File: config.mk
export PLATFORM = sky130hd
export DESIGN_NAME = lif_layer_flat
export DESIGN_NICKNAME = d
export VERILOG_FILES = /design/src/rtl/lif_pkg.sv /design/src/rtl/lif_layer_if.sv /design/src/rtl/lif_update.sv /design/src/rtl/lif_layer.sv /design/src/flat_wrapper.sv
export SDC_FILE = /design/constraint.sdc
export NUM_CORES = 1
export LEC_CHECK = 0
export BUFFER_PORTS_ARGS = -buffer_cell sky130_fd_sc_hd__clkbuf_2
export CAP_MARGIN = 10
export CORE_UTILIZATION = 45
export CTS_BUF_LIST = sky130_fd_sc_hd__clkbuf_8
export DETAILED_ROUTE_END_ITERATION = 8
export PLACE_DENSITY = 0.74
export RECOVER_POWER = 25
export SLEW_MARGIN = 20
export SYNTH_ARGS = -nofsm -noshare
export SYNTH_HDL_FRONTEND = slang
export SYNTH_HIERARCHICAL = 1
export SYNTH_SLANG_ARGS = --single-unit
export TNS_END_PERCENT = 50
File: constraint.sdc
create_clock -name clk -period 9.5 [get_ports clk]
set_input_delay 0.475 -clock clk [delete_from_list [all_inputs] [get_ports clk]]
set_output_delay 0.475 -clock clk [all_outputs]
set_load 0.01 [all_outputs]
File: src/rtl/lif_pkg.sv
// Shared constants, types and helpers for the leaky integrate-and-fire layer.
package lif_pkg;

    localparam int DEF_N_INPUTS  = 8;
    localparam int DEF_N_NEURONS = 4;
    localparam int DEF_U_WIDTH   = 6;
    localparam int DEF_REF_WIDTH = 3;

    function automatic int clog2(input int v);
        int r;
        r = 0;
        for (int i = 0; i < 31; i++) begin
            if ((1 << i) < v) r = i + 1;
        end
        return r;
    endfunction

    // A one-neuron layer still needs a 1-bit select port.
    function automatic int sel_width(input int n);
        return (n > 1) ? clog2(n) : 1;
    endfunction

    typedef logic [DEF_U_WIDTH-1:0]   membrane_t;
    typedef logic [DEF_REF_WIDTH-1:0] ref_t;

    typedef enum logic [1:0] {
        ST_IDLE,
        ST_EVAL,
        ST_DONE
    } state_t;

endpackage

File: src/rtl/lif_layer_if.sv
// Bus bundle for lif_layer: config shift port, timestep handshake, spike and membrane readout.
interface lif_layer_if
    import lif_pkg::*;
#(
    parameter int N_INPUTS  = DEF_N_INPUTS,
    parameter int N_NEURONS = DEF_N_NEURONS,
    parameter int U_WIDTH   = DEF_U_WIDTH,
    parameter int REF_WIDTH = DEF_REF_WIDTH
);
    localparam int SEL_W = sel_width(N_NEURONS);

    logic                 cfg_en;
    logic                 cfg_bit;
    logic [U_WIDTH-1:0]   threshold;
    logic [2:0]           leak_shift;
    logic [REF_WIDTH-1:0] ref_period;
    logic [N_INPUTS-1:0]  x_in;
    logic                 x_valid;
    logic                 x_ready;
    logic [N_NEURONS-1:0] spike_out;
    logic                 spike_valid;
    logic [SEL_W-1:0]     u_sel;
    logic [U_WIDTH-1:0]   u_out;

    modport master (
        output cfg_en, cfg_bit, threshold, leak_shift, ref_period,
        output x_in, x_valid, u_sel,
        input  x_ready, spike_out, spike_valid, u_out
    );

    modport slave (
        input  cfg_en, cfg_bit, threshold, leak_shift, ref_period,
        input  x_in, x_valid, u_sel,
        output x_ready, spike_out, spike_valid, u_out
    );

endinterface

File: src/rtl/lif_update.sv
// Combinational single-neuron LIF step: leak, integrate, saturate, fire, refractory.
module lif_update #(
    parameter int N_INPUTS  = 8,
    parameter int U_WIDTH   = 6,
    parameter int REF_WIDTH = 3
) (
    input  logic [U_WIDTH-1:0]   u,
    input  logic [REF_WIDTH-1:0] ref_cnt,
    input  logic [N_INPUTS-1:0]  w_row,
    input  logic [N_INPUTS-1:0]  x,
    input  logic [U_WIDTH-1:0]   theta,
    input  logic [2:0]           leak_shift,
    input  logic [REF_WIDTH-1:0] ref_period,
    output logic [U_WIDTH-1:0]   u_next,
    output logic [REF_WIDTH-1:0] ref_next,
    output logic                 spike
);
    localparam logic [U_WIDTH:0] U_MAX = {1'b0, {U_WIDTH{1'b1}}};

    logic [U_WIDTH:0]   pop;
    logic [U_WIDTH:0]   sum;
    logic [U_WIDTH-1:0] theta_eff;
    logic [U_WIDTH-1:0] leaked;
    logic [U_WIDTH-1:0] sat;

    always_comb begin
        pop = '0;
        for (int b = 0; b < N_INPUTS; b++) begin
            pop = pop + (U_WIDTH+1)'(w_row[b] & x[b]);
        end
    end

    // A zero threshold would make a silent neuron fire forever.
    assign theta_eff = (theta == '0) ? U_WIDTH'(1) : theta;
    assign leaked    = (leak_shift == 3'd0) ? u : u - (u >> leak_shift);
    assign sum       = {1'b0, leaked} + pop;
    assign sat       = (sum > U_MAX) ? U_MAX[U_WIDTH-1:0] : sum[U_WIDTH-1:0];

    always_comb begin
        u_next   = u;
        ref_next = ref_cnt;
        spike    = 1'b0;
        if (ref_cnt != '0) begin
            ref_next = ref_cnt - REF_WIDTH'(1);
        end else if (sat >= theta_eff) begin
            spike    = 1'b1;
            u_next   = sat - theta_eff;
            ref_next = ref_period;
        end else begin
            u_next   = sat;
        end
    end

endmodule

File: src/rtl/lif_layer.sv
// Time-multiplexed LIF layer: one shared update datapath walks the neurons one per cycle.
module lif_layer
    import lif_pkg::*;
#(
    parameter int N_INPUTS  = DEF_N_INPUTS,
    parameter int N_NEURONS = DEF_N_NEURONS,
    parameter int U_WIDTH   = DEF_U_WIDTH,
    parameter int REF_WIDTH = DEF_REF_WIDTH
) (
    input  logic      clk,
    input  logic      rst_n,
    lif_layer_if.slave bus
);
    localparam int                SEL_W  = sel_width(N_NEURONS);
    localparam int                W_BITS = N_INPUTS * N_NEURONS;
    localparam logic [SEL_W-1:0]  LAST   = SEL_W'(N_NEURONS - 1);

    state_t state, state_nxt;

    logic [W_BITS-1:0]                     w_chain;
    logic [N_NEURONS-1:0][N_INPUTS-1:0]    w_rows;
    logic [N_NEURONS-1:0][U_WIDTH-1:0]     u_mem;
    logic [N_NEURONS-1:0][REF_WIDTH-1:0]   ref_mem;
    logic [SEL_W-1:0]                      idx;
    logic [N_INPUTS-1:0]                   x_lat;
    logic [N_NEURONS-1:0]                  spk_acc;
    logic [N_NEURONS-1:0]                  spk_set;
    logic [N_NEURONS-1:0]                  spike_q;

    logic                 x_fire;
    logic                 cfg_fire;
    logic                 last;
    logic [U_WIDTH-1:0]   u_next;
    logic [REF_WIDTH-1:0] ref_next;
    logic                 spike;

    // Row i lives at chain[i*N_INPUTS +: N_INPUTS], so the first bit shifted ends up at the top.
    assign w_rows   = w_chain;
    assign x_fire   = (state == ST_IDLE) && bus.x_valid && !bus.cfg_en;
    assign cfg_fire = (state == ST_IDLE) && bus.cfg_en;
    assign last     = (state == ST_EVAL) && (idx == LAST);

    lif_update #(
        .N_INPUTS  (N_INPUTS),
        .U_WIDTH   (U_WIDTH),
        .REF_WIDTH (REF_WIDTH)
    ) u_update (
        .u          (u_mem[idx]),
        .ref_cnt    (ref_mem[idx]),
        .w_row      (w_rows[idx]),
        .x          (x_lat),
        .theta      (bus.threshold),
        .leak_shift (bus.leak_shift),
        .ref_period (bus.ref_period),
        .u_next     (u_next),
        .ref_next   (ref_next),
        .spike      (spike)
    );

    always_comb begin
        spk_set      = spk_acc;
        spk_set[idx] = spike;
    end

    always_ff @(posedge clk or negedge rst_n) begin
        if (!rst_n) state <= ST_IDLE;
        else        state <= state_nxt;
    end

    always_comb begin
        state_nxt       = state;
        bus.x_ready     = 1'b0;
        bus.spike_valid = 1'b0;
        case (state)
            ST_IDLE: begin
                bus.x_ready = !bus.cfg_en;
                if (x_fire) state_nxt = ST_EVAL;
            end
            ST_EVAL: begin
                if (last) state_nxt = ST_DONE;
            end
            ST_DONE: begin
                bus.spike_valid = 1'b1;
                state_nxt       = ST_IDLE;
            end
            default: state_nxt = ST_IDLE;
        endcase
    end

    always_ff @(posedge clk or negedge rst_n) begin
        if (!rst_n) begin
            w_chain <= '0;
            u_mem   <= '0;
            ref_mem <= '0;
            idx     <= '0;
            x_lat   <= '0;
            spk_acc <= '0;
            spike_q <= '0;
        end else begin
            if (cfg_fire) w_chain <= {w_chain[W_BITS-2:0], bus.cfg_bit};
            if (x_fire) begin
                x_lat   <= bus.x_in;
                idx     <= '0;
                spk_acc <= '0;
            end
            if (state == ST_EVAL) begin
                u_mem[idx]   <= u_next;
                ref_mem[idx] <= ref_next;
                spk_acc      <= spk_set;
                idx          <= idx + SEL_W'(1);
                // Publish on the last neuron so spike_out is already stable in DONE.
                if (last) begin
                    spike_q <= spk_set;
                    idx     <= '0;
                end
            end
        end
    end

    assign bus.spike_out = spike_q;
    assign bus.u_out     = u_mem[bus.u_sel];

endmodule
File: src/flat_wrapper.sv
// flat-port wrapper written by rule: the top's interface ports become plain ports
module lif_layer_flat import lif_pkg::*;
#(
    parameter int N_INPUTS  = DEF_N_INPUTS,
    parameter int N_NEURONS = DEF_N_NEURONS,
    parameter int U_WIDTH   = DEF_U_WIDTH,
    parameter int REF_WIDTH = DEF_REF_WIDTH
)
  (clk, rst_n, bus_cfg_en, bus_cfg_bit, bus_threshold, bus_leak_shift, bus_ref_period, bus_x_in, bus_x_valid, bus_u_sel, bus_x_ready, bus_spike_out, bus_spike_valid, bus_u_out);
  lif_layer_if #(.N_INPUTS(N_INPUTS), .N_NEURONS(N_NEURONS), .U_WIDTH(U_WIDTH), .REF_WIDTH(REF_WIDTH)) bus_i ();
  input  logic clk;
  input  logic rst_n;
  input wire logic [$bits(bus_i.cfg_en)-1:0] bus_cfg_en;
  input wire logic [$bits(bus_i.cfg_bit)-1:0] bus_cfg_bit;
  input wire logic [$bits(bus_i.threshold)-1:0] bus_threshold;
  input wire logic [$bits(bus_i.leak_shift)-1:0] bus_leak_shift;
  input wire logic [$bits(bus_i.ref_period)-1:0] bus_ref_period;
  input wire logic [$bits(bus_i.x_in)-1:0] bus_x_in;
  input wire logic [$bits(bus_i.x_valid)-1:0] bus_x_valid;
  input wire logic [$bits(bus_i.u_sel)-1:0] bus_u_sel;
  output wire logic [$bits(bus_i.x_ready)-1:0] bus_x_ready;
  output wire logic [$bits(bus_i.spike_out)-1:0] bus_spike_out;
  output wire logic [$bits(bus_i.spike_valid)-1:0] bus_spike_valid;
  output wire logic [$bits(bus_i.u_out)-1:0] bus_u_out;
  assign bus_i.cfg_en = bus_cfg_en;
  assign bus_i.cfg_bit = bus_cfg_bit;
  assign bus_i.threshold = bus_threshold;
  assign bus_i.leak_shift = bus_leak_shift;
  assign bus_i.ref_period = bus_ref_period;
  assign bus_i.x_in = bus_x_in;
  assign bus_i.x_valid = bus_x_valid;
  assign bus_i.u_sel = bus_u_sel;
  assign bus_x_ready = bus_i.x_ready;
  assign bus_spike_out = bus_i.spike_out;
  assign bus_spike_valid = bus_i.spike_valid;
  assign bus_u_out = bus_i.u_out;
  lif_layer #(.N_INPUTS(N_INPUTS), .N_NEURONS(N_NEURONS), .U_WIDTH(U_WIDTH), .REF_WIDTH(REF_WIDTH)) u_core (.clk(clk), .rst_n(rst_n), .bus(bus_i));
endmodule
==> out/qor.yml <==
antenna_found_initial: 0
htree_levels: 3
via_per_inst: 5.83
drt_pre_antenna_iters: 7
hold_viol: 0
clock_path_buffers: 2
critPathCaptureType: "flip-flop"
ys.flop_type: "dfrtp_1"
hold-worst-slack_ns: 0.342
cp_max_fo: 14
insertedDiodeCount: 0
cp_top_family: "adder cells"
grt_setup_unrepaired: "no"
async_flop_share_pct: 100
avgSynthCellArea_sq_um: 12.3
grt.total_usage_pct: 18.9
wl_mm: 10.9
slowest_stage: "dfrtp_1"
ctsHoldBuffers: 0
setup_violations: 0
drv_cap: 1
synth_top_cells_by_area: "dfrtp_1 40%, mux2_2 17%, mux4_2 10%"
yosys_warnings: 6
place_ws_ns: 1.29
syn-cell-area_sq_um: 5380
antenna_left: 0
crit_chain: "buf_4, mux4_2, nand2_1, fa_1, fa_1, inv_1, fa_1, fa_1, inv_1, fa_1, or2b_2, a21oi_1, nand4_1, o21a_1, o21ai_0, ha_1, and3_1, a31oi_1, o21ai_0, a21oi_1, nor2_1, and4_1, nor3_1, mux2_2"
ctsRootBufferMaster: "clkbuf_8"
gr-total-overflow: 0
yosysMostFrequentCell: "dfrtp_1"
worstMarginPinSlew_ns: 4.54
period_share_pct: 87.0
synth_top_area_share_pct: 40.5
area_delta_synth_final_pct: 7.84
gp_congestion: 0.938
synth_edf_count: 0
failed_checks: "design-rule violations, max-capacitance violations, max-slew violations"
hold_path.class: "input pin to flip-flop"
final.setup_skew_ns: 0.00663
core_sq_um: 11500
syn_nets: 494
rows: 39
die_y_um: 111
wl_per_cell_um: 17.7
synth_top_area_cell: "dfrtp_1"
grt_pass1_wl_mm: 18.4
io_buffer_count: 38
startpoint_type: "flip-flop"
dp_hpwl_mm: 7.90
path_clk_slew_ns: 0.08
cts_resized: 0
status: "finished, violations left"
first_iter_violations: 281
post-route-min-period_ns: 8.26
ioPinCount: 39
initial_core_util_pct: 46.7
cts_made_buffers: 9
path_common_cell: "fa_1"
synthCells: 437
setup_ws_ns: 1.24
post-cts-setup-buffer-count: 0
nNetsFinal: 524
num_vias: 3581
synth_sequential_area_ratio_pct: 40.5
finalSetupTns_ns: 0
clock.fmax_ghz: 0.121
cts_tree: "yes"
critPathBufInv: 3
yosysUniqueCellTypes: 61
fp.dieW_um: 111
grt_pass1_vias: 3667
cts.sink_count: 87
synth_seq_cells: 87
synth_common_cells: "87 x dfrtp_1, 79 x mux2_2, 26 x nand2_1"
layout-drive-gt1-share_pct: 36.9
worst_ep_required_time_ns: 9.80
critPathArrivalTime_ns: 8.57
critPathKind: "flip-flop to flip-flop"
slew_headroom_pct: -203
grt_max_degree: 88
crit_path_max_incr_delay_ns: 0.86
clk_latency_ns: 0.36
slew_viol_final: 88
die-area_sq_um: 12400
drcViolationCount: 4
flip-flops by register name, indices dropped and copies added (netlist names):
name,flops
u_core/u_mem,24
u_core/w_chain,32
u_core/x_lat,8
u_core/idx,2
u_core/spk_acc,3
u_core/bus.spike_out,4
u_core/state,2
u_core/ref_mem,12
layout make-up:
class                   count  area, sq um
clock buffers               9          124
repair buffers             40          204
flip-flops and latches     87         2180
clock inverters             6         53.8
well taps                 143          179
fillers                   986         5720
multi-input cells         306         2970
inverters                  23         86.3
cell families after synthesis:
kind of cell	share of synthesized area (%)
AO/OA/AOI/OAI	9.17
buffers and inverters	4.31
adder cells (fa/ha/maj)	7.82
flip-flops	40.5
XOR/XNOR	1.14
AND/OR/NAND/NOR	8.80
multiplexers	28.3
placed cells by master, fill, tap and decap left out, drive strengths merged, types with 3 or more instances in the layout:
| cell type | synthesis | layout |
|---|---|---|
| xor2 | 4 | 4 |
| o31ai | 4 | 4 |
| inv | 23 | 24 |
| ha | 24 | 24 |
| a32o | 3 | 3 |
| nor2 | 11 | 11 |
| nor2b | 3 | 3 |
| and2 | 5 | 5 |
| nor3 | 9 | 9 |
| nand2b | 4 | 4 |
| mux4 | 24 | 24 |
| o211ai | 3 | 3 |
| clkbuf | 2 | 47 |
| o21ai | 14 | 14 |
| mux2i | 9 | 9 |
| a21oi | 17 | 17 |
| xnor2 | 3 | 3 |
| mux2 | 79 | 79 |
| o21a | 3 | 3 |
| or3 | 3 | 3 |
| nand2 | 29 | 29 |
| a21o | 6 | 6 |
| fa | 6 | 6 |
| and2b | 3 | 3 |
| dfrtp | 87 | 87 |
| nand3 | 7 | 7 |
| a211oi | 3 | 3 |
| clkinv | 0 | 4 |
metrics by stage:
stage               cell area [sq um]  instances  util, %
floorplan                        5380        437        -
global placement                 5620        599     48.8
finish                           5800        614     50.3
detailed placement               5620        599     48.8
CTS                              5800        614     50.4
global route                     5800        614     50.3
metal layers:
layer,track usage [%],share of wire (%)
met5,0,0
met2,31.3,49
met3,3.34,4.8
met1,25.0,44
met4,6.76,1.8
path summary, 6_finish.rpt:
check | depth (start not counted) | slack (ns) | from | end
worst max-delay path | 24 | 1.24 | u_core/idx[0] | u_core/u_mem[5]
worst min register to register | 2 | 0.50 | u_core/bus.spike_out[1] | u_core/bus.spike_out[1]
worst min-delay path | 2 | 0.34 | bus_x_in[0] | u_core/x_lat[0]
worst max register to register | 24 | 1.24 | u_core/idx[0] | u_core/u_mem[5]
max in group asynchronous | 1 | 5.24 | rst_n | u_core/w_chain[15]
min in group asynchronous | 1 | 1.71 | rst_n | u_core/x_lat[0]
Power is not shown: default switching activity piles up to over one toggle a cycle in this logic, so the estimate is an artifact.
